==> src/rtl/spec_register_alias_table.sv <==
// Speculative rename map table (front-end RAT) with flush recovery
// from the committed architectural map.
//
// Ports:
//   clk, a_rst           clock, async active-high reset
//   flush_i              flush pulse, starts recovery
//   arch_rat_i           committed map, 32 x PW (entry k at [k*PW +: PW])
//   valid_i, ready_o     rename group handshake (fire = |valid_i & ready_o)
//   src0_i, src1_i       logical sources, DW x 5
//   dest_valid_i, dest_i logical destination per slot
//   preg_i               newly allocated pregs, DW x PW
//   valid_o              registered slot valid
//   psrc0_o, psrc1_o     renamed sources
//   ppdst_o              previous mapping of each dest
//   recovering_o         high while restoring from arch_rat_i
//
// Build option: SRAT_FAST_RECOVER_EN restores all 32 entries in one
// cycle; otherwise RECOVER_WIDTH entries are copied per cycle.

`ifndef DECODE_WIDTH
`define DECODE_WIDTH 2
`endif

module spec_register_alias_table #(
   parameter int PHY_REG_NUM   = 64,
   parameter int RECOVER_WIDTH = 8,
   localparam int PW = $clog2(PHY_REG_NUM),
   localparam int DW = `DECODE_WIDTH
) (
   input  logic             clk,
   input  logic             a_rst,
   input  logic             flush_i,
   input  logic [32*PW-1:0] arch_rat_i,
   input  logic [DW-1:0]    valid_i,
   output logic             ready_o,
   input  logic [DW*5-1:0]  src0_i,
   input  logic [DW*5-1:0]  src1_i,
   input  logic [DW-1:0]    dest_valid_i,
   input  logic [DW*5-1:0]  dest_i,
   input  logic [DW*PW-1:0] preg_i,
   output logic [DW-1:0]    valid_o,
   output logic [DW*PW-1:0] psrc0_o,
   output logic [DW*PW-1:0] psrc1_o,
   output logic [DW*PW-1:0] ppdst_o,
   output logic             recovering_o
);

   typedef enum logic {
      S_IDLE,
      S_RECOVER
   } state_t;

   state_t state_q;
   state_t state_d;

   logic [PW-1:0] rat_q [32];

   logic          fire;
   logic          rec_done;
   logic [31:0]   copy_sel;
   logic [DW-1:0] wr_en;

   logic [DW*PW-1:0] psrc0_d;
   logic [DW*PW-1:0] psrc1_d;
   logic [DW*PW-1:0] ppdst_d;

   // A flush always wins, so a group presented with it is dropped.
   assign fire = ready_o & (|valid_i) & ~flush_i;

`ifdef SRAT_FAST_RECOVER_EN

   assign rec_done = 1'b1;

   always_comb begin
      copy_sel = '0;
      if (state_q == S_RECOVER && !flush_i) begin
         copy_sel = '1;
      end
   end

`else

   localparam int NSTEP = 32 / RECOVER_WIDTH;
   localparam int IW    = (NSTEP > 1) ? $clog2(NSTEP) : 1;

   logic [IW-1:0] idx_q;

   assign rec_done = (idx_q == IW'(NSTEP - 1));

   // A flush mid-walk restarts the walk from chunk 0.
   always_ff @(posedge clk or posedge a_rst) begin
      if (a_rst) begin
         idx_q <= '0;
      end else if (flush_i || state_q == S_IDLE) begin
         idx_q <= '0;
      end else begin
         idx_q <= idx_q + 1'b1;
      end
   end

   always_comb begin
      copy_sel = '0;
      if (state_q == S_RECOVER && !flush_i) begin
         for (int k = 0; k < 32; k++) begin
            copy_sel[k] = ((k / RECOVER_WIDTH) == int'(idx_q));
         end
      end
   end

`endif

   always_ff @(posedge clk or posedge a_rst) begin
      if (a_rst) begin
         state_q <= S_IDLE;
      end else begin
         state_q <= state_d;
      end
   end

   always_comb begin
      state_d      = state_q;
      ready_o      = 1'b0;
      recovering_o = 1'b0;
      unique case (state_q)
         S_IDLE: begin
            ready_o = 1'b1;
            if (flush_i) begin
               state_d = S_RECOVER;
            end
         end
         S_RECOVER: begin
            recovering_o = 1'b1;
            if (flush_i) begin
               state_d = S_RECOVER;
            end else if (rec_done) begin
               state_d = S_IDLE;
            end
         end
         default: state_d = S_IDLE;
      endcase
   end

   // r0 is never written from rename.
   always_comb begin
      for (int i = 0; i < DW; i++) begin
         wr_en[i] = valid_i[i] & dest_valid_i[i] &
                    (dest_i[i*5 +: 5] != 5'd0);
      end
   end

   // Lookups see the pre-update table, overridden by the youngest
   // older slot in the same group that writes the register.
   always_comb begin
      for (int i = 0; i < DW; i++) begin
         psrc0_d[i*PW +: PW] = rat_q[src0_i[i*5 +: 5]];
         psrc1_d[i*PW +: PW] = rat_q[src1_i[i*5 +: 5]];
         ppdst_d[i*PW +: PW] = rat_q[dest_i[i*5 +: 5]];
         for (int j = 0; j < i; j++) begin
            if (wr_en[j] &&
                dest_i[j*5 +: 5] == src0_i[i*5 +: 5]) begin
               psrc0_d[i*PW +: PW] = preg_i[j*PW +: PW];
            end
            if (wr_en[j] &&
                dest_i[j*5 +: 5] == src1_i[i*5 +: 5]) begin
               psrc1_d[i*PW +: PW] = preg_i[j*PW +: PW];
            end
            if (wr_en[j] &&
                dest_i[j*5 +: 5] == dest_i[i*5 +: 5]) begin
               ppdst_d[i*PW +: PW] = preg_i[j*PW +: PW];
            end
         end
      end
   end

   // Later slots are assigned last, so the youngest writer wins on WAW.
   always_ff @(posedge clk or posedge a_rst) begin
      if (a_rst) begin
         for (int k = 0; k < 32; k++) begin
            rat_q[k] <= '0;
         end
      end else begin
         for (int k = 0; k < 32; k++) begin
            if (copy_sel[k]) begin
               rat_q[k] <= arch_rat_i[k*PW +: PW];
            end else if (fire) begin
               for (int i = 0; i < DW; i++) begin
                  if (wr_en[i] && dest_i[i*5 +: 5] == 5'(k)) begin
                     rat_q[k] <= preg_i[i*PW +: PW];
                  end
               end
            end
         end
      end
   end

   always_ff @(posedge clk or posedge a_rst) begin
      if (a_rst) begin
         valid_o <= '0;
         psrc0_o <= '0;
         psrc1_o <= '0;
         ppdst_o <= '0;
      end else begin
         valid_o <= fire ? valid_i : '0;
         if (fire) begin
            psrc0_o <= psrc0_d;
            psrc1_o <= psrc1_d;
            ppdst_o <= ppdst_d;
         end
      end
   end

endmodule
==> config.mk <==
export PLATFORM = sky130hd
export DESIGN_NAME = spec_register_alias_table
export DESIGN_NICKNAME = d
export VERILOG_FILES = /design/src/rtl/spec_register_alias_table.sv
export SDC_FILE = /design/constraint.sdc
export NUM_CORES = 1
export LEC_CHECK = 0
export BUFFER_PORTS_ARGS = -buffer_cell sky130_fd_sc_hd__buf_2
export CAP_MARGIN = 0
export CORE_ASPECT_RATIO = 0.9
export CORE_MARGIN = 1.5
export CORE_UTILIZATION = 30
export CTS_CLUSTER_SIZE = 14
export DETAILED_ROUTE_END_ITERATION = 8
export HOLD_SLACK_MARGIN = 0.12
export PLACE_DENSITY = 0.46
export SETUP_SLACK_MARGIN = 0.15
export SYNTH_ARGS = -nofsm -noshare
export SYNTH_HDL_FRONTEND = slang
export SYNTH_SLANG_ARGS = --single-unit
export TNS_END_PERCENT = 1
==> constraint.sdc <==
create_clock -name clk -period 12.7 [get_ports clk]
set_input_delay 1.27 -clock clk [delete_from_list [all_inputs] [get_ports clk]]
set_output_delay 1.27 -clock clk [all_outputs]
set_load 0.05 [all_outputs]
==> results.json <==
{
  "status": "finished, final reports clean",
  "endpoint_kind": "register",
  "grt_pass1_wl_um": 154000,
  "die_area_sq_mm": 0.0764,
  "row_count": 94,
  "synth_fp_nets": 2312,
  "synth_area_sq_mm": 0.0224,
  "die_w_um": 291,
  "yosys_most_used_dff": "dfrtp_1",
  "drive_gt1_share_pct": 38.9,
  "syn_avg_cell_area_sq_um": 10.9,
  "p_sw_mw": 2.11,
  "swShare_pct": 44.9,
  "synth-seq-area-share_pct": 26.0,
  "crit_type": "in -> reg",
  "nFillCells": 7375,
  "slew_headroom_pct": 16.2,
  "finalWirelength_um": 109000,
  "skew_ns": 0.0159,
  "hold_violations": 0,
  "final_common_cell": "buf_2",
  "yosys.area.top_type": "dfrtp_1",
  "grtUsageMet3_pct": 7.26,
  "cts_setup_buffers": 0,
  "numCtsBuffers": 28,
  "ys_seq_elements": 233,
  "drt_iter0_markers": 2366,
  "intPower_mw": 2.58,
  "drt_drc_violations_left": 0,
  "core-area_sq_mm": 0.0735,
  "post-route-period-util_pct": 32.7,
  "gr-max-usage-layer": "met2",
  "cts_tree": "yes",
  "gp_congestion": 1.08,
  "min-delay-path-class": "reg -> reg",
  "dp_cells": 3126,
  "grt.met2_usage_pct": 42.1,
  "rsz0062_at_grt": "false",
  "final_core_util_pct": 34.4,
  "tightest_slew_ns": 1.25,
  "tns_ns": 0,
  "grtUsageMet1_pct": 39.2,
  "dr_total_vias": 20600,
  "numPortBuffers": 280,
  "maxCapViolations": 0,
  "synth-edff-count": 0,
  "pin_count": 281,
  "layout.nets": 2442,
  "ys_warn_count": 0,
  "antenna_found_initial": 13,
  "hp-start": "psrc1_o[5]",
  "crit_required_ns": 13.16,
  "dp_hpwl_um": 80100,
  "htree_levels": 1,
  "clkPwrFrac_pct": 16.6,
  "syn_inst": 2067,
  "post_drt_wl_per_cell_um": 34.4,
  "share_seq_of_total_power_pct": 37.5,
  "grt_max_degree": 106,
  "setup_viol": 0,
  "routed_via_density": 6.47,
  "cts.path.max_buffers": 3,
  "firstDrtPassIters": 8,
  "hold_buffers": 0,
  "min_period_ns": 4.15,
  "crit_start": "dest_i[5]",
  "p_total_mw": 4.69,
  "slowest_delay_ns": 1.04,
  "ir_worst_vdd_uv": 100,
  "cts-root-buf": "clkbuf_16",
  "ys_async_sr_fraction_pct": 100,
  "drtAntennaViolNets": 0,
  "clk_latency_ns": 0.59,
  "leakagePower_nw": 9.60,
  "rr_startpoint": "state_q",
  "crit_path_cell_trace": "buf_4 -> nand3_1 -> nor3_2 -> a21oi_1 -> o21ai_2 -> mux2_2",
  "combPwrFrac_pct": 45.9,
  "first_global_vias": 19900,
  "grt_overflow": 0,
  "fmax_mhz": 241,
  "cts_sinks": 233,
  "die_h_um": 262,
  "crit_slowest_cell": "nand3_1",
  "post_cts_resized": 0,
  "cts.clk_slew.worst_paths_ns": 0.06,
  "final_cells": 3179,
  "final_max_slew_viol_count": 0,
  "ys_types": 60,
  "path_max_fanout": 30,
  "cellPowerDensity_mw_per_mm2": 186,
  "final_cell_mix": "276 x buf_2, 258 x mux4_2, 243 x mux2i_1, 233 x dfrtp_1, 188 x mux2_2",
  "critPathLaunchType": "input pin",
  "crit_arrival_ns": 4.61,
  "syn2layout_area_growth_pct": 12.6,
  "initial_utilization_pct": 30.5,
  "synth_area_leaders": "dfrtp_1 26%, mux4_2 26%, mux2i_1 11%",
  "path_delay_family": "simple AND/OR/NAND/NOR gates",
  "yosysTopAreaCellShare_pct": 26.0,
  "grt_use_total_pct": 27.9,
  "critPathBufInv": 1
}
==> layer usage <==
layer	vias to the layer above	part of all wire [%]
met3	189	11
met2	1284	44
met5	-	0.23
met4	20	3.0
li1	8406	-
met1	10700	42
==> cell usage after synthesis, drive strengths merged, types with 2 or more instances <==
master and number:
inv 8, xnor2 5, a311oi 4, a22o 2, ha 4, a22oi 23
xor2 10, mux2 188, o311a 3, a21boi 2, o22ai 99, nand3 14
a211oi 9, or3b 8, mux2i 243, nor2 125, or3 9, clkbuf 114
a21oi 124, o211ai 4, nand4 3, o211a 3, a221oi 28, nand3b 13
a31oi 8, buf 97, or4 27, dfrtp 233, o32ai 2, nor3 31
nor2b 13, and3 7, nand2b 12, o21a 5, and2 7, mux4 258
o22a 5, nand2 156, o21ai 150
==> power by group through the flow <==
| stage | Clock, mW | Combinational [mW] | Sequential (mW) |
|---|---|---|---|
| 6_report | 0.781 | 2.15 | 1.76 |
| 5_1_grt | 0.825 | 2.22 | 1.80 |
| 4_1_cts | 0.799 | 2.10 | 1.72 |
| 3_5_place_dp | 0 | 2.09 | 1.74 |
| 3_3_place_gp | 0 | 2.08 | 1.71 |
| 2_1_floorplan | 0 | 1.32 | 1.59 |
==> cell families after synthesis <==
family / count (synthesis) / synth area share (%)
multiplexers: 689 / 46.2
AO/OA/AOI/OAI: 477 / 13.2
AND/OR/NAND/NOR: 429 / 9.54
flip-flops: 233 / 26.0
buffers and inverters: 220 / 4.29
XOR/XNOR: 15 / 0.586
adder cells (fa/ha/maj): 4 / 0.223
==> sequential cells by signal (all words and copies together) (netlist names) <==
signal   cells
valid_o      2
rat_q      192
psrc1_o     12
psrc0_o     12
ppdst_o     12
state_q      1
idx_q        2
==> metrics by stage <==
stage	hold slack (ns)	area [sq um]	setup WS, ns
floorplan	0.454	22400	5.04
global placement	0.462	24400	8.01
detailed placement	0.468	24400	7.94
CTS	0.481	25200	8.58
global route	0.492	25300	8.37
finish	0.469	25300	8.55
==> worst paths after layout <==
| path | endpoint | slack [ns] | cells after the start |
|---|---|---|---|
| hold reg to reg | psrc1_o[5] | 0.47 | 2 |
| max in group asynchronous | rat_q[103] | 9.63 | 4 |
| setup / recovery | rat_q[52] | 8.55 | 6 |
| hold / removal | psrc1_o[5] | 0.47 | 2 |
| min in group asynchronous | rat_q[73] | 0.77 | 2 |
| setup reg to reg | psrc1_o[9] | 9.70 | 7 |
==> final cells by class <==
class                   count  area, sq um  share of cell area [%]
diodes                      2         5.00                  0.0198
flip-flops and latches    233         5830                    23.1
clock buffers              49          861                    3.41
multi-input cells        1614        15700                    62.1
repair buffers            311         1640                    6.50
clock inverters             1         5.00                  0.0198
well taps                 960         1200                    4.76
inverters                   9         41.3                   0.163
==> worst reg2reg max path, cell delays in order, from the launching register on <==
cell and delay [ns]:
dfrtp_1 0.41, nor2_1 0.38, o21ai_4 0.09, buf_4 0.32, a311oi_1 0.41, buf_4 0.23, a21boi_0 0.87, nor3b_1 0.14
(Power assumes the default switching activity.)
